<file path="src/rtl/cdc_handshake_tx.sv">
// cdc_handshake_tx
//   Source-domain transmitter for a 4-phase req/ack clock-domain-crossing handshake.
//   A word accepted on send_valid/send_ready is registered onto data_out and held stable
//   while req_out is raised. The destination acknowledges on ack_in, which is
//   resynchronised here through SYNC_STAGES flops before the FSM looks at it. The
//   handshake completes once the synchronised ack has been seen high and then low
//   again, and done pulses for one enabled cycle.
//
//   Optional feature (macro CDC_HANDSHAKE_TX_TIMEOUT_EN): each handshake phase is
//   aborted after TIMEOUT_CYCLES enabled cycles, with a one-cycle pulse on timeout.
//   Without the macro no counter is built and timeout is tied low.
//
// Ports:
//   clk         clock
//   reset       synchronous, active-high reset (overrides en)
//   en          clock enable; when low all state, counters and sync stages hold
//   send_valid  source requests transfer of send_data
//   send_data   word to transfer
//   send_ready  block can accept a word this cycle
//   done        one-cycle pulse: handshake completed
//   req_out     registered request to the destination domain
//   data_out    registered data to the destination domain
//   ack_in      asynchronous acknowledge from the destination domain
//   busy        handshake in progress
//   timeout     one-cycle pulse: phase aborted (optional feature, else 0)

module cdc_handshake_tx #(
    parameter int unsigned WIDTH          = 8,
    parameter int unsigned SYNC_STAGES    = 3,    // legal 2..4
    parameter int unsigned TIMEOUT_CYCLES = 1023
) (
    input  logic             clk,
    input  logic             reset,
    input  logic             en,
    input  logic             send_valid,
    input  logic [WIDTH-1:0] send_data,
    output logic             send_ready,
    output logic             done,
    output logic             req_out,
    output logic [WIDTH-1:0] data_out,
    input  logic             ack_in,
    output logic             busy,
    output logic             timeout
);

    typedef enum logic [1:0] {
        StIdle  = 2'd0,
        StReqHi = 2'd1,
        StReqLo = 2'd2
    } state_e;

    state_e                 state;
    logic [SYNC_STAGES-1:0] ack_sync;
    logic                   ack_s;

    // ack_in feeds stage 0 directly; nothing combinational may sit in front of it.
    always_ff @(posedge clk) begin
        if (reset) begin
            ack_sync <= '0;
        end else if (en) begin
            ack_sync <= {ack_sync[SYNC_STAGES-2:0], ack_in};
        end
    end

    assign ack_s = ack_sync[SYNC_STAGES-1];

    // A new request must wait until the previous ack has been seen low, otherwise a
    // stale ack would complete the next handshake prematurely.
    assign send_ready = (state == StIdle) && !ack_s && !reset;
    assign busy       = (state != StIdle);

`ifdef CDC_HANDSHAKE_TX_TIMEOUT_EN
    localparam int unsigned    CntW    = $clog2(TIMEOUT_CYCLES + 1);
    // The counter is cleared on entry to a phase, so the phase has waited
    // TIMEOUT_CYCLES enabled cycles at the edge where it holds TIMEOUT_CYCLES-1.
    localparam logic [CntW-1:0] CntLast = CntW'(TIMEOUT_CYCLES - 1);

    logic [CntW-1:0] phase_cnt;
    logic            aborted;
    logic            timeout_q;
    logic            expired;

    assign expired = (phase_cnt == CntLast);
    assign timeout = timeout_q;
`else
    logic unused_timeout_cfg;

    assign unused_timeout_cfg = ^TIMEOUT_CYCLES;
    assign timeout            = 1'b0;
`endif

    always_ff @(posedge clk) begin
        if (reset) begin
            state    <= StIdle;
            req_out  <= 1'b0;
            data_out <= '0;
            done     <= 1'b0;
`ifdef CDC_HANDSHAKE_TX_TIMEOUT_EN
            phase_cnt <= '0;
            aborted   <= 1'b0;
            timeout_q <= 1'b0;
`endif
        end else if (en) begin
            done <= 1'b0;
`ifdef CDC_HANDSHAKE_TX_TIMEOUT_EN
            timeout_q <= 1'b0;
`endif
            case (state)
                StIdle: begin
                    if (send_valid && send_ready) begin
                        data_out <= send_data;
                        req_out  <= 1'b1;
                        state    <= StReqHi;
`ifdef CDC_HANDSHAKE_TX_TIMEOUT_EN
                        phase_cnt <= '0;
                        aborted   <= 1'b0;
`endif
                    end
                end

                StReqHi: begin
                    if (ack_s) begin
                        req_out <= 1'b0;
                        state   <= StReqLo;
`ifdef CDC_HANDSHAKE_TX_TIMEOUT_EN
                        phase_cnt <= '0;
`endif
                    end
`ifdef CDC_HANDSHAKE_TX_TIMEOUT_EN
                    else if (expired) begin
                        req_out   <= 1'b0;
                        timeout_q <= 1'b1;
                        aborted   <= 1'b1;
                        state     <= StReqLo;
                        phase_cnt <= '0;
                    end else begin
                        phase_cnt <= phase_cnt + 1'b1;
                    end
`endif
                end

                StReqLo: begin
`ifdef CDC_HANDSHAKE_TX_TIMEOUT_EN
                    // After an abort a late ack may still be in flight, so the low phase
                    // is sat out for a full timeout window and never reports done.
                    if (!ack_s && !aborted) begin
                        state     <= StIdle;
                        done      <= 1'b1;
                        phase_cnt <= '0;
                    end else if (expired) begin
                        state     <= StIdle;
                        timeout_q <= 1'b1;
                        aborted   <= 1'b0;
                        phase_cnt <= '0;
                    end else begin
                        phase_cnt <= phase_cnt + 1'b1;
                    end
`else
                    if (!ack_s) begin
                        state <= StIdle;
                        done  <= 1'b1;
                    end
`endif
                end

                default: begin
                    state   <= StIdle;
                    req_out <= 1'b0;
                end
            endcase
        end
    end

endmodule

</file>
<file path="config.mk">
export PLATFORM = sky130hd
export DESIGN_NAME = cdc_handshake_tx
export DESIGN_NICKNAME = d
export VERILOG_FILES = /design/src/rtl/cdc_handshake_tx.sv
export SDC_FILE = /design/constraint.sdc
export NUM_CORES = 1
export LEC_CHECK = 0
export CAP_MARGIN = 20
export CORE_UTILIZATION = 40
export DETAILED_ROUTE_END_ITERATION = 16
export HOLD_SLACK_MARGIN = 0.12
export MAX_ROUTING_LAYER = met4
export PLACE_DENSITY_LB_ADDON = 0.3
export RECOVER_POWER = 25
export SLEW_MARGIN = 20
export SYNTH_ARGS = -nofsm -noshare
export SYNTH_HDL_FRONTEND = slang
export SYNTH_SLANG_ARGS = --single-unit
</file>
<file path="constraint.sdc">
create_clock -name clk -period 3 [get_ports clk]
set_input_delay 0.45 -clock clk [delete_from_list [all_inputs] [get_ports clk]]
set_output_delay 0.45 -clock clk [all_outputs]
set_load 0.01 [all_outputs]
</file>
==> results of run 1 <==
## worst reg2reg max path, cell delays in order, from the launching register on
cell	delay, ns
dfxtp_1	0.36
or4_1	0.77
o21ai_0	0.26
a21oi_1	0.09
## where the power goes
group          internal [mW]  leakage, nW  switching (mW)  total (mW)
Combinational         0.0355        0.189          0.0293      0.0648
Clock                 0.0516       0.0150          0.0645       0.116
Sequential             0.206        0.122         0.00491       0.211
## cells in the final DEF (no fill, tap or decap), drive strengths merged
cell	instances
a21oi	11
and2	1
and4bb	1
buf	1
clkbuf	4
clkdlybuf4s50	23
clkinv	1
conb	1
dfxtp	15
dlygate4sd3	1
inv	1
mux2i	3
nand2	2
nand3	8
nand4b	1
nor2	5
nor2b	1
nor4bb	1
o21ai	11
o21bai	1
or2	1
or4	1
## sequential cells by signal, indices dropped and copies added, names as in the netlist
name	flops
req_out	1
done	1
data_out	8
ack_sync	3
state	2
## layer usage
metal | GRT usage, % | wire length [µm] | up-vias
met1 | 24.9 | 664 | 269
met2 | 25.9 | 650 | 20
met3 | 2.61 | 61 | 4
met4 | 11.6 | 23 | 0
li1 | - | - | 297
met5 | - | 0 | -
## per-stage QoR
step / total power [mW] / cells
2_1_floorplan: 0.249 / 71
3_3_place_gp: 0.280 / 106
3_5_place_dp: 0.281 / 106
4_1_cts: 0.395 / 110
5_1_grt: 0.413 / 110
6_report: 0.392 / 110
## cells by family after synthesis
kind of cell | after synthesis
AO/OA/AOI/OAI | 23
buffers and inverters | 7
flip-flops | 15
multiplexers | 3
other | 1
AND/OR/NAND/NOR | 22
## final cells by class
class | count | share of cell area, %
tap | 15 | 2.11
timing repair buffer | 25 | 27.9
sequential | 15 | 33.8
clock buffer | 4 | 2.96
multi-input combinational | 49 | 31.0
inverter | 2 | 2.25
## how the worst max path moves through the flow
stage,from,end,slack [ns],cells past startpoint
after global placement,reset,send_ready,0.38,4
final,reset,send_ready,0.36,4
after global routing,reset,send_ready,0.28,4
after CTS,reset,send_ready,0.36,4
after detailed placement,reset,send_ready,0.36,4
after floorplan,reset,send_ready,1.48,3
==> summary.txt, run 1 <==
Run status
  • Status: completed

Worst setup path
  • CP cell instances: clkdlybuf4s50_1 -> or4_1 -> clkinv_8 -> clkdlybuf4s50_1
  • Endpoint of the worst register-to-register path: data_out[7]$_SDFFE_PP0P_
  • Critical Path AT: between 2 and 2.5 ns
  • Reg-to-Reg Start: state[1]$_SDFFE_PP0P_
  • Peak fanout along the critical path: 9
  • CP peak stage delay: ~0.64 ns
  • Slowest cell on the critical path: or4_1
  • Worst reg-to-reg setup slack: roughly 1.4 ns
  • Crit end category: output port
  • Top delay family on crit path: buffers and inverters
  • CP Class: input pin to output port
  • Reg2reg path depth: 3
  • Most numerous cell on the critical path: clkdlybuf4s50_1
  • Worst Path Required: between 2 and 3 ns
  • CP bufs+invs: 3
  • CP Launch Type: input pin

Job
  • Max Cap Viol: 0

Global routing
  • Overall Global Routing Usage: a little under a fifth
  • Largest net degree at the start of global routing: 16
  • First-pass GRT wire length: approximately 2400 µm
  • Vias in the first global route: 552
  • Initial antenna violation count: 0
  • Total grt overflow: 0

Synth
  • Synth Flop Type: dfxtp_1
  • Synth Area in Adders: 0%
  • #FFs+latches synth: 15
  • Post-synthesis simple-gate area fraction: 19.6%
  • Synth async-reset ratio: 0%
  • Synth area leader: dfxtp_1
  • Seq/Total Area, Yosys: a little under half
  • Synth top area share: between 40% and 50%
  • Top post-synthesis cells by count: dfxtp_1, a21oi_1, nand3_1, o21ai_1
  • Most common cell in the synthesized netlist: dfxtp_1
  • Synth warn: 0
  • Post-Syn Area: ~630 µm²
  • Synth Area in Compound Gates: about 19%
  • Mux cell area share after synthesis: 4.74%
  • Net Count, Synth: 84
  • Leading post-synthesis cells by cell area: dfxtp_1, a21oi_1, nand3_1
  • Syn_area_per_cell: 8.92 µm²
  • Yosys cell types: 22
  • Post-Synthesis Cells: roughly 70
  • Largest family of logic cells by synthesized area: simple AND/OR/NAND/NOR gates
  • Number of enable flip-flop cells after synthesis: 0
  • Post-Synth XOR/XNOR Area: 0%

Floorplanning
  • Die area: 0.00175 mm²
  • Die width: approximately 42 µm
  • # rows: 13
  • Die height: about 42 µm
  • Initial core utilization: roughly 46%
  • I/O pin count: 26
  • Core Region: 0.00138 mm²

Timing
  • Setup ws final: 0.359 ns
  • Post-layout minimum cycle time: about 2.6 ns
  • Setup tns final: 0 ns
  • Clock skew: roughly 0.00055 ns
  • Final hold violation count: 0
  • Final period utilization: roughly nine tenths
  • Final setup fails: 0
  • Max Transition Viols Final: 0
  • Max Fclk: between 0.3 and 0.4 GHz
  • RSZ-0062 raised after global routing: false
  • Hold WS: ~0.48 ns

Min path
  • Min-Delay Path Class: register to register
  • Hold Crit Endpoint: data_out[5]$_SDFFE_PP0P_
  • Worst hold stages: 2
  • Hold Path Origin: data_out[5]$_SDFFE_PP0P_

Routing
  • Initial DRT Pass Iterations: 4
  • Via count: around 600
  • Per-cell routed wire length: around 13 µm
  • Via density: roughly 5.4
  • Antenna Violating Nets Remaining: 0
  • WL final: ~1400 µm
  • DR iter-0 viols: 12
  • Drt drc: 0

Clock tree
  • Clk buf depth: 2
  • H-tree levels: 1
  • Inserted Clock Buffers: 3
  • Clock root buffer: clkbuf_4
  • Clock latency on the worst-skew pair: 0.28 ns
  • Hold_buf cts: 0
  • Postcts setup bufs: 0
  • Post_cts resized: 0
  • CTS clk-pin slew, worst paths: about 0.09 ns
  • TritonCTS clock tree: built
  • CTS sink count: 15

Power
  • PwrDens: between 400 and 500 mW/mm²
  • Worst IR drop on VDD: 0.228 mV
  • LEAKAGE: around 0.33 nW

Layout
  • Ant. Diodes: 0
  • NumNets Final: about 110
  • Layout cells sized above 1: ~7.4%
  • Multi-input logic area: 275 µm²
  • Design area: about 900 µm²
  • Area grow syn2layout: 40.3%
  • # fillers: 118
  • Register area: ~300 µm²
  • Final Util: around 64%

Placed design
  • HPWL Detailed: 1010 µm
  • Post-Place Worst Slack: 0.363 ns
  • Placed inst area: roughly 860 µm²
  • Global placement routability congestion: between 0.7 and 0.8
  • IO Port Bufs: 24
Note: power is estimated with default switching activity, not from simulation.
==> run 2, diff against run 1 <==
Settings changed: GPL_ROUTABILITY_DRIVEN from default to 0.
Clock period 3 ns to 3.1 ns, I/O delays scaled along.
==> summary.txt, run 2 (same netlist as run 1, synthesis figures left out) <==
Run status
  • Status: completed

Job
  • Max Cap Viol: 0

Clock tree
  • Clock latency on the worst-skew pair: between 0.2 and 0.3 ns
  • Clock root buffer: clkbuf_4
  • Clk buf depth: 2
  • Postcts setup bufs: 0
  • H-tree levels: 1
  • Inserted Clock Buffers: 3
  • Post_cts resized: 0
  • CTS sink count: 15
  • TritonCTS clock tree: built
  • CTS clk-pin slew, worst paths: about 0.090 ns
  • Hold_buf cts: 0

Global routing
  • Overall Global Routing Usage: 18.5%
  • Vias in the first global route: around 550
  • Largest net degree at the start of global routing: 16
  • Initial antenna violation count: 0
  • M3 GR Usage: under 10%
  • Met2 usage: between 20 and 30%
  • Grt met1 use: between 10% and 20%
  • Global route hottest layer: met2
  • First-pass GRT wire length: 2350 µm
  • Total grt overflow: 0

Power
  • Logic pwr share: around 17%
  • Net Sw Frac: between 20 and 25%
  • PwrDens: between 400 and 500 mW/mm²
  • Sw power: about 0.09 mW
  • Clock network power share: 29.0%
  • Worst IR drop on VDD: about 0.26 mV
  • LEAKAGE: between 0.3 and 0.4 nW
  • Share of power burned in registers: a little over half
  • Internal power: ~0.28 mW
  • Total power: roughly 0.38 mW

Floorplanning
  • # rows: 13
  • Die height: roughly 42 µm
  • I/O pin count: 26
  • Die area: between 0.0015 and 0.002 mm²
  • Initial core utilization: ~46%
  • Die width: around 42 µm
  • Core Region: 0.00138 mm²

Layout
  • Area grow syn2layout: 40.3%
  • Biggest regs: data_out (8), ack_sync (3), state (2)
  • Largest Register: data_out
  • Ant. Diodes: 0
  • Max reg flops: 8
  • Commonest non-fill, non-tap cells in the layout: clkdlybuf4s50_1, dfxtp_1, a21oi_1
  • # fillers: around 120
  • Design area: between 800 and 900 µm²
  • NumNets Final: 109
  • Layout cells sized above 1: under 10%
  • Commonest non-fill, non-tap cell in the layout: clkdlybuf4s50_1
  • Fin cells: 110

Min path
  • Min-Delay Path Class: register to register
  • Hold Path Origin: data_out[2]$_SDFFE_PP0P_
  • Hold Crit Endpoint: data_out[2]$_SDFFE_PP0P_
  • Worst hold stages: 2

Worst setup path
  • CP Launch Type: input pin
  • Worst reg-to-reg setup slack: around 1.5 ns
  • Top delay family on crit path: buffers and inverters
  • CP peak stage delay: about 0.64 ns
  • Critical Path AT: 2.20 ns
  • CP cell instances: clkdlybuf4s50_1 -> or4_1 -> clkinv_8 -> clkdlybuf4s50_1
  • Endpoint of the worst register-to-register path: data_out[0]$_SDFFE_PP0P_
  • Reg-to-Reg Start: state[1]$_SDFFE_PP0P_
  • Peak fanout along the critical path: 9
  • CP bufs+invs: 3
  • Worst Path Required: around 2.6 ns
  • Reg2reg path depth: 4
  • CP Class: input pin to output port
  • Crit end category: output port
  • Slowest cell on the critical path: or4_1
  • Most numerous cell on the critical path: clkdlybuf4s50_1

Routing
  • WL final: roughly 1400 µm
  • Via density: 5.44
  • DR iter-0 viols: 12
  • Per-cell routed wire length: between 10 and 15 µm
  • Drt drc: 0
  • Antenna Violating Nets Remaining: 0
  • Initial DRT Pass Iterations: 4
  • Via count: 598

Timing
  • Max Transition Viols Final: 0
  • Final hold violation count: 0
  • Max Fclk: between 0.3 and 0.4 GHz
  • RSZ-0062 raised after global routing: false
  • Setup tns final: 0 ns
  • Setup ws final: roughly 0.43 ns
  • Final setup fails: 0
  • Final period utilization: ~86%
  • Post-layout minimum cycle time: roughly 2.7 ns
  • Clock skew: about 0.012 ns

Placed design
  • Inst Count DP: 106
  • HPWL Detailed: between 1000 and 1500 µm
  • Placed inst area: roughly 860 µm²
  • IO Port Bufs: 24
  • Post-Place Worst Slack: approximately 0.43 ns
## run 2: cell counts in the layout (fill, tap and decap cells not counted)
No cell type changed its count.
## run 2: through the flow
stage	utilization (%)	hold slack, ns
after floorplan	-	0.460
after global placement	62.4	0.463
after detailed placement	62.4	0.468
after CTS	64.3	0.482
after global routing	64.3	0.499
final	64.3	0.479
## run 2: worst max-delay path by stage
stage / cells after the start / startpoint / end
after global placement: 4 / reset / send_ready
after detailed placement: 4 / reset / send_ready
after CTS: 4 / reset / send_ready
after floorplan: 3 / reset / send_ready
after global routing: 4 / reset / send_ready
final: 4 / reset / send_ready
## run 2: area by class of cell
type / count / area [µm²] / area share [%]
sequential: 15 / 300 / 33.8
multi-input combinational: 49 / 275 / 31.0
timing repair buffer: 25 / 248 / 27.9
clock buffer: 4 / 26.3 / 2.96
inverter: 2 / 20.0 / 2.25
tap: 15 / 18.8 / 2.11
## run 2: worst min-delay path, stage by stage (launching register included)
cell	delay, ns
dfxtp_1	0.32
o21ai_1	0.06
a21oi_1	0.06
## run 2: power by group through the flow
stage	Combinational (mW)	Clock, mW	Sequential, mW
floorplan	0.0307	0	0.211
global placement	0.0616	0	0.209
detailed placement	0.0629	0	0.209
CTS	0.0633	0.115	0.205
global route	0.0678	0.125	0.205
finish	0.0624	0.109	0.204
## run 2: layer usage
layer | part of all wire [%] | vias up
met3 | 5.9 | 4
met1 | 45 | 275
met2 | 47 | 20
met5 | 0 | -
li1 | - | 299
met4 | 1.8 | 0
